**src/rtl/led_panel_rx_if.sv**
```systemverilog
// led_panel_rx_if: panel link, frame readout port and status flags of led_panel_rx
//   master: panel driver / host side (drives serial link, readout address, err_clr)
//   slave : led_panel_rx side (receives link, returns rd_rgb and status)
interface led_panel_rx_if #(parameter int COLS = 32);
  logic red_in, green_in, blue_in;
  logic sclk_in, latch_in, blank_in;
  logic a_in, b_in;
  logic [1:0] rd_row;
  logic [$clog2(COLS)-1:0] rd_col;
  logic err_clr;
  logic [2:0] rd_rgb;
  logic latch_pulse;
  logic [1:0] latched_row;
  logic frame_done;
  logic blank_sync;
  logic len_err;
  logic blank_err;
  modport master (
    output red_in, green_in, blue_in, sclk_in, latch_in, blank_in, a_in, b_in,
    output rd_row, rd_col, err_clr,
    input  rd_rgb, latch_pulse, latched_row, frame_done, blank_sync, len_err, blank_err
  );
  modport slave (
    input  red_in, green_in, blue_in, sclk_in, latch_in, blank_in, a_in, b_in,
    input  rd_row, rd_col, err_clr,
    output rd_rgb, latch_pulse, latched_row, frame_done, blank_sync, len_err, blank_err
  );
endinterface

```
**src/rtl/led_panel_rx.sv**
```systemverilog
// led_panel_rx: HUB panel link receiver capturing shifted rows into a 4 x COLS RGB frame store
//   clk, reset (async, active-high)
//   bus.slave: red/green/blue/sclk/latch/blank/a/b panel inputs (asynchronous),
//              rd_row/rd_col -> rd_rgb (1-cycle registered read), err_clr,
//              latch_pulse, latched_row, frame_done, blank_sync, len_err, blank_err
//   LED_PANEL_RX_BLANK_CHECK_EN: when defined, a latch while the display is enabled sets blank_err
module led_panel_rx #(
  parameter int COLS = 32
) (
  input logic clk,
  input logic reset,
  led_panel_rx_if.slave bus
);
  localparam int CW = $clog2(COLS + 1) + 1;
  // synchroniser bit map: 0 red, 1 green, 2 blue, 3 sclk, 4 latch, 5 blank, 6 a, 7 b
  logic [7:0] pin, s1, s2;
  logic [1:0] s3;
  logic sclk_rise, latch_rise, len_bad, rd_ok;
  logic [1:0] row_s;
  logic [CW-1:0] bit_cnt, cnt_nx;
  logic [2:0][COLS-1:0] sr, sh;
  logic [3:0][2:0][COLS-1:0] st;
  logic [2:0] rd_rgb_q;
  logic latch_pulse_q, frame_done_q, len_err_q;
  logic [1:0] latched_row_q;
  assign pin = {bus.b_in, bus.a_in, bus.blank_in, bus.latch_in, bus.sclk_in,
                bus.blue_in, bus.green_in, bus.red_in};
  assign sclk_rise = s2[3] & ~s3[0];
  assign latch_rise = s2[4] & ~s3[1];
  assign row_s = s2[7:6];
  // a same-cycle latch commits the post-shift row and checks the post-shift count
  assign sh = sclk_rise ? {sr[2][COLS-2:0], s2[2], sr[1][COLS-2:0], s2[1], sr[0][COLS-2:0], s2[0]} : sr;
  assign cnt_nx = (sclk_rise && bit_cnt != '1) ? bit_cnt + 1'b1 : bit_cnt;
  assign len_bad = cnt_nx != CW'(COLS);
  assign rd_ok = 32'(bus.rd_col) < 32'(COLS);
  always_ff @(posedge clk or posedge reset) begin
    if (reset) begin
      s1 <= '0;
      s2 <= '0;
      s3 <= '0;
      sr <= '0;
      st <= '0;
      bit_cnt <= '0;
      rd_rgb_q <= '0;
      latch_pulse_q <= 1'b0;
      frame_done_q <= 1'b0;
      latched_row_q <= '0;
      len_err_q <= 1'b0;
    end else begin
      s1 <= pin;
      s2 <= s1;
      s3 <= {s2[4], s2[3]};
      sr <= sh;
      bit_cnt <= latch_rise ? '0 : cnt_nx;
      if (latch_rise) st[row_s] <= sh;
      latched_row_q <= latch_rise ? row_s : latched_row_q;
      latch_pulse_q <= latch_rise;
      frame_done_q <= latch_rise && row_s == 2'd3;
      len_err_q <= (latch_rise & len_bad) | (len_err_q & ~bus.err_clr);
      // reads see the store before this cycle's commit
      rd_rgb_q <= rd_ok ? {st[bus.rd_row][0][bus.rd_col], st[bus.rd_row][1][bus.rd_col],
                           st[bus.rd_row][2][bus.rd_col]} : 3'b000;
    end
  end
`ifdef LED_PANEL_RX_BLANK_CHECK_EN
  logic blank_err_q;
  always_ff @(posedge clk or posedge reset) begin
    if (reset) blank_err_q <= 1'b0;
    else blank_err_q <= (latch_rise & ~s2[5]) | (blank_err_q & ~bus.err_clr);
  end
  assign bus.blank_err = blank_err_q;
`else
  assign bus.blank_err = 1'b0;
`endif
  assign bus.rd_rgb = rd_rgb_q;
  assign bus.latch_pulse = latch_pulse_q;
  assign bus.latched_row = latched_row_q;
  assign bus.frame_done = frame_done_q;
  assign bus.blank_sync = s2[5];
  assign bus.len_err = len_err_q;
endmodule

```
**src/flat_wrapper.sv**
```systemverilog
// flat-port wrapper written by rule: the top's interface ports become plain ports
module led_panel_rx_flat 
#(
  parameter int COLS = 32
)
  (clk, reset, bus_red_in, bus_green_in, bus_blue_in, bus_sclk_in, bus_latch_in, bus_blank_in, bus_a_in, bus_b_in, bus_rd_row, bus_rd_col, bus_err_clr, bus_rd_rgb, bus_latch_pulse, bus_latched_row, bus_frame_done, bus_blank_sync, bus_len_err, bus_blank_err);
  led_panel_rx_if #(.COLS(COLS)) bus_i ();
  input logic clk;
  input logic reset;
  input wire logic [$bits(bus_i.red_in)-1:0] bus_red_in;
  input wire logic [$bits(bus_i.green_in)-1:0] bus_green_in;
  input wire logic [$bits(bus_i.blue_in)-1:0] bus_blue_in;
  input wire logic [$bits(bus_i.sclk_in)-1:0] bus_sclk_in;
  input wire logic [$bits(bus_i.latch_in)-1:0] bus_latch_in;
  input wire logic [$bits(bus_i.blank_in)-1:0] bus_blank_in;
  input wire logic [$bits(bus_i.a_in)-1:0] bus_a_in;
  input wire logic [$bits(bus_i.b_in)-1:0] bus_b_in;
  input wire logic [$bits(bus_i.rd_row)-1:0] bus_rd_row;
  input wire logic [$bits(bus_i.rd_col)-1:0] bus_rd_col;
  input wire logic [$bits(bus_i.err_clr)-1:0] bus_err_clr;
  output wire logic [$bits(bus_i.rd_rgb)-1:0] bus_rd_rgb;
  output wire logic [$bits(bus_i.latch_pulse)-1:0] bus_latch_pulse;
  output wire logic [$bits(bus_i.latched_row)-1:0] bus_latched_row;
  output wire logic [$bits(bus_i.frame_done)-1:0] bus_frame_done;
  output wire logic [$bits(bus_i.blank_sync)-1:0] bus_blank_sync;
  output wire logic [$bits(bus_i.len_err)-1:0] bus_len_err;
  output wire logic [$bits(bus_i.blank_err)-1:0] bus_blank_err;
  assign bus_i.red_in = bus_red_in;
  assign bus_i.green_in = bus_green_in;
  assign bus_i.blue_in = bus_blue_in;
  assign bus_i.sclk_in = bus_sclk_in;
  assign bus_i.latch_in = bus_latch_in;
  assign bus_i.blank_in = bus_blank_in;
  assign bus_i.a_in = bus_a_in;
  assign bus_i.b_in = bus_b_in;
  assign bus_i.rd_row = bus_rd_row;
  assign bus_i.rd_col = bus_rd_col;
  assign bus_i.err_clr = bus_err_clr;
  assign bus_rd_rgb = bus_i.rd_rgb;
  assign bus_latch_pulse = bus_i.latch_pulse;
  assign bus_latched_row = bus_i.latched_row;
  assign bus_frame_done = bus_i.frame_done;
  assign bus_blank_sync = bus_i.blank_sync;
  assign bus_len_err = bus_i.len_err;
  assign bus_blank_err = bus_i.blank_err;
  led_panel_rx #(.COLS(COLS)) u_core (.clk(clk), .reset(reset), .bus(bus_i));
endmodule
```
**config.mk**
```make
export PLATFORM = sky130hd
export DESIGN_NAME = led_panel_rx_flat
export DESIGN_NICKNAME = d
export VERILOG_FILES = /design/src/rtl/led_panel_rx_if.sv /design/src/rtl/led_panel_rx.sv /design/src/flat_wrapper.sv
export SDC_FILE = /design/constraint.sdc
export NUM_CORES = 1
export LEC_CHECK = 0
export ABC_AREA = 0
export BUFFER_PORTS_ARGS = -buffer_cell sky130_fd_sc_hd__buf_2
export CAP_MARGIN = 10
export CORE_ASPECT_RATIO = 1.5
export CORE_UTILIZATION = 40
export DETAILED_ROUTE_END_ITERATION = 12
export PLACE_DENSITY = 0.61
export REMOVE_ABC_BUFFERS = 1
export SLEW_MARGIN = 20
export SYNTH_ARGS = -nofsm -noshare
export SYNTH_HDL_FRONTEND = slang
export SYNTH_SLANG_ARGS = --single-unit
```
**constraint.sdc**
```tcl
create_clock -name clk -period 13.8 [get_ports clk]
set_input_delay 0.69 -clock clk [delete_from_list [all_inputs] [get_ports clk]]
set_output_delay 0.69 -clock clk [all_outputs]
set_load 0.02 [all_outputs]
```
Word-level counts from Yosys, hierarchy flattened:

Index checks and enable logic that the tools add are counted.

* $lt $le $gt $ge: 4
* reduce and logical (&&, ||, !) cells: 3
* bitwise gates (word level): 8
* equality and inequality tests: 3
* add/sub/neg operators: 1
* multiplexer cells: 14

Operator list (count)
* 384-bit bitwise mux: 1
* 96-bit two-way mux: 3
* 96-bit binary-select mux with 2-bit select: 1
* 96-bit demux with 2-bit select: 1
* 1-bit binary-select mux with 5-bit select: 3
* 7-bit two-way mux: 2
* 7-bit by 1-bit adder with 7-bit output, second input constant: 1
* 7-bit by 6-bit inequality test with 1-bit output, second input constant: 1
* 7-bit inequality test, second input constant: 1
* 2-bit by 3-bit less-than comparator with 1-bit output, second input constant: 2
* 5-bit by 6-bit less-than comparator with 1-bit output, second input constant: 1
* 1-bit bitwise AND: 4
* 1-bit logical AND: 3
* 1-bit two-way mux: 3
* 1-bit inverter: 3
* 2-bit == test, second input constant: 1
* 2-bit by 1-bit greater-or-equal comparator with 1-bit output, second input constant: 1
* 1-bit bitwise OR: 1

* output and inout port bits: 10
* bits of input ports: 18
* word-level logic and storage cells: 57
* register bits: 513

Logic depth before layout (Yosys ltp):

* depth after elaboration: 7
* depth in mapped cells: 8
* gate-level depth less buffers: 6

Worst setup path after synthesis:

Ideal clock, no wire load.

* path type: in2reg
* from: in bus_rd_row[0]
* to: reg u_core.rd_rgb_q[0] (netlist: u_core.bus.rd_rgb[0])
* slack: 10.777 ns
* data required time: 13.675 ns
* data arrival time: 2.898 ns
* stages on the path: 7
* path buffers: 3
* cell sequence: clkbuf_1 > buf_2 > buf_1 > mux4_2 > mux4_2 > mux4_2 > mux2_2

* word-level cells in the longest chain between the ends: 4

Ends and longest elaborated chain
* start: declaration: line flat_wrapper.sv:18 `input wire logic [$bits(bus_i.rd_row)-1:0] bus_rd_row;`
* 96-bit binary-select mux with 2-bit select: line led_panel_rx.sv:62 `st[bus.rd_row][2][bus.rd_col]} : 3'b000;`
* 96-bit two-way mux
* 1-bit binary-select mux with 5-bit select: line led_panel_rx.sv:62
* 1-bit two-way mux (implied by the code): line led_panel_rx.sv:62
* end signal: assignment: line led_panel_rx.sv:61 `rd_rgb_q <= rd_ok ? {st[bus.rd_row][0][bus.rd_col], st[bus.rd_row][1][bus.rd_col],`
* end: declaration: line led_panel_rx.sv:23 `logic [2:0] rd_rgb_q;`

No other way between the ends. The select of a mux whose other input is x is not followed.
A chain may end at the register's enable or synchronous reset.

Worst setup path in the final report:

* from: reg u_core.s3[1]
* to: reg u_core.st[148] (netlist bit)

* word-level cells in the longest chain between the ends: 2

Ends and longest elaborated chain
* start: declaration: line led_panel_rx.sv:17 `logic [1:0] s3;`
* start signal: assignment: line led_panel_rx.sv:52 `s3 <= {s2[4], s2[3]};`
* 1-bit inverter: line led_panel_rx.sv:29 `assign latch_rise = s2[4] & ~s3[1];`
* 1-bit bitwise AND: line led_panel_rx.sv:29
* end signal: indexed assignment: line led_panel_rx.sv:55 `if (latch_rise) st[row_s] <= sh;`
* end: declaration: line led_panel_rx.sv:22 `logic [3:0][2:0][COLS-1:0] st;`

No other way between the ends.

==> out/qor.txt <==
Layout Cells excl Fill: 2,466
number of antenna violations at the first check in global routing: 0
GRT Util Overall: 17.3%
Distinct cells, synth: 31
Critical Path Start Type: register
die boundary width: 190 µm
final estimated routing congestion in global placement: 0.748
FF/Latch Area: 12,800 µm²
maximum capacitance violations: 0
Fin Hold WS: 225 ps
power density over the cells: 171 nW/µm²
vias after detailed routing: 12,800
final-layout fill cell count: 4,723
Crit Path Max Fanout: 98
drt first-iter violations: 661
area of the die: 54,000 µm²
Core Footprint: 52,500 µm²
detailed placement HPWL: 26,000 µm
final antenna-violating net count: 0
most used flip-flop cell after synthesis: dfrtp_1
global-route wire length before repair: 74,600 µm
proportion of synthesized chip area in sequential cells: 60.5%
Comb pwr share: 16.8%
boundary pin count: 28
Hold Path Depth: 1
Routed wire per std cell: 17.8 µm
pin count of the biggest net entering global routing: 193
Final Hold Viols: 0
path category of the worst min-delay check: input port to register
Sequential Power Share: 49.9%
Synth area leaders: dfrtp_1 (61%), mux4_2 (13%), a21oi_1 (6.8%)
fraction of synthesized cell area taken by the top area cell type: 60.5%
critical path required time: 14,190 ps
share of synthesized flip-flops with an asynchronous set or reset: 100%
Bufs on Longest Clock Path: 3
Yosys top cell by area: dfrtp_1
clock latency at the later pin of the worst-skew pair: 570 ps
headroom to the max-slew limit: 28.9%
critical path endpoint category: register
Max stage delay on crit path: 930 ps
maximum clock frequency: 273 MHz
leading cell type in the layout, fill and taps excluded: dfrtp_1
Final Max Slew Viols: 0
number of enable-type register cells in the synthesized netlist: 0
number of placed instances with taps included: 2,381
standard-cell row count: 103
post-placement cell area: 21,900 µm²
clock sink total: 513
area occupied by multi-input gates: 7520 µm²
number of post-CTS setup repair buffers: 0
post-synthesis cell count: 1,782
switching power as a share of total power: 27.3%
layout cells sized above 1: 14.3%
gr ovfl total: 0
post-layout min period: 3670 ps
CTS clock-pin slew for the worst setup and hold paths: 60 ps
DRC Markers: 0
setup clock skew after layout: 19.5 ps
clock tree from TritonCTS: yes
RSZ-0062 raised after global routing: false
cts repair resizes: 0
port buffer count: 26
number of storage elements in the synthesis netlist: 513
Clk Tree Root Cell: clkbuf_16
data arrival time of the critical path: 4060 ps
net switching power: 1.10 mW
run status: completed
Die Ht: 284 µm
CP Class: register to register
worst-case reg-to-reg path depth: 7
total standard cell area after synthesis: 21,200 µm²
most used cells in the layout excluding fill and tap cells: dfrtp_1 (513), nor2_1 (293), a21oi_1 (290), mux4_2 (126), nand2_1 (107)
Clock power frac: 33.3%
number of antenna repair diodes: 0
finished layout cell area: 23,500 µm²
number of buffers inserted for hold repair after clock tree synthesis: 0
slowest library cell on the worst path: buf_4
list of cells traversed by the critical path: nand2b_1 > inv_1 > nand2_1 > nor2_4 > buf_4 > buf_4 > a21oi_1
H-tree levels: 2
Worst-Margin Slew: 1070 ps
per-instance average area after synthesis: 11.9 µm²
detailed-router iteration count before antenna repair: 6
detail-routed via count per cell: 5.19
Total Nets Final: 1,767
total clock buffers created by CTS: 47
final setup violation count: 0
Yosys warning count: 0
library cell appearing most often on the critical path: buf_4
Leak: 10.7 nW
internal power: 2.92 mW
Period Utilization, post-route: 26.6%
vias in the first global route: 13,900
growth of design area from synthesis to finish: 10.8%
Starting Density: 40.4%
Peak supply drop: 104 µV
total routed wirelength: 44,000 µm
[registers in the layout, summed over array words and instances, names as in the netlist]
name                    count
u_core.st                 384
u_core.sr                  96
u_core.s1                   8
u_core.s2                   8
u_core.bit_cnt              7
u_core.bus.rd_rgb           3
u_core.bus.latched_row      2
u_core.s3                   2
u_core.bus.frame_done       1
u_core.bus.latch_pulse      1
u_core.bus.len_err          1
[synthesized netlist by cell type, types with 2 or more instances]
library cell / count
o21ai_0: 97
nor2_1: 294
mux2_2: 3
mux4_2: 126
nand2b_1: 2
nand3_1: 3
clkbuf_1: 89
and3_1: 3
buf_4: 3
inv_1: 100
buf_2: 17
a41oi_1: 2
dfrtp_1: 513
buf_1: 18
a31oi_1: 2
nor3_1: 3
nand2_1: 107
xor2_1: 3
mux2i_1: 96
a21oi_1: 290
[power by group through the flow]
stage	clock network (mW)	logic (mW)	registers, mW
3_3_place_gp	0	0.658	2.02
2_1_floorplan	0	0.551	1.98
3_5_place_dp	0	0.684	2.03
6_report	1.34	0.676	2.01
5_1_grt	1.44	0.769	2.04
4_1_cts	1.37	0.687	2.01
[critical path: cells and delay by family (launching register included)]
family	cells	cell delay [ps]
AOI/OAI and AO/OA	1	190
and+or+nand+nor	3	880
DFF	1	350
buffers and inverters	3	2020
[routing by layer]
layer,wire [µm],global-route usage (%),share of wire (%),vias up
li1,-,-,-,6042
met1,18300,21.9,42,6494
met2,23100,30.3,53,195
met3,1340,2.05,3.0,73
met4,1230,5.77,2.8,0
met5,0,0,0,-
[through the flow]
stage	total power [mW]	setup TNS, ps	utilization, %	setup WS, ps
global placement	2.68	0	41.7	9590
CTS	4.07	0	44.8	10110
detailed placement	2.72	0	41.7	9560
floorplan	2.53	-624940	-	-1220
global route	4.25	0	44.8	9800
finish	4.02	0	44.8	10130
[kinds of logic (layout without fill, tap and decap cells)]
kind of cell	Yosys count	count (layout)	synth area share, %
simple gates	415	415	7.48
fa+ha+maj	1	1	0.0590
mux	225	225	18.1
flops	513	513	60.5
other cells	1	1	0.0177
compound gates	396	396	9.49
buf+inv	227	229	4.17
xor+xnor	4	4	0.165
[layout make-up]
| class | instances | share of cell area [%] |
|---|---|---|
| Clock buffer | 70 | 6.11 |
| Clock inverter | 15 | 0.698 |
| Inverter | 100 | 1.65 |
| Multi-Input combinational cell | 1042 | 32.0 |
| Sequential cell | 513 | 54.7 |
| Tap cell | 682 | 3.63 |
| Timing Repair Buffer | 44 | 1.22 |
[path summary, 6_finish.rpt]
kind	start	slack, ps	endpoint
hold reg to reg	u_core.s1[5]$_DFF_PP0_	350	u_core.s2[5]$_DFF_PP0_
hold / removal	bus_red_in	220	u_core.s1[0]$_DFF_PP0_
setup / recovery	u_core.s3[1]$_DFF_PP0_	10130	u_core.st[148]$_DFFE_PP0P_
min in group asynchronous	reset	290	u_core.st[355]$_DFFE_PP0P_
setup reg to reg	u_core.s3[1]$_DFF_PP0_	10130	u_core.st[148]$_DFFE_PP0P_
max in group asynchronous	reset	11610	u_core.sr[52]$_DFF_PP0_
Power figures use the tool's default switching activity.
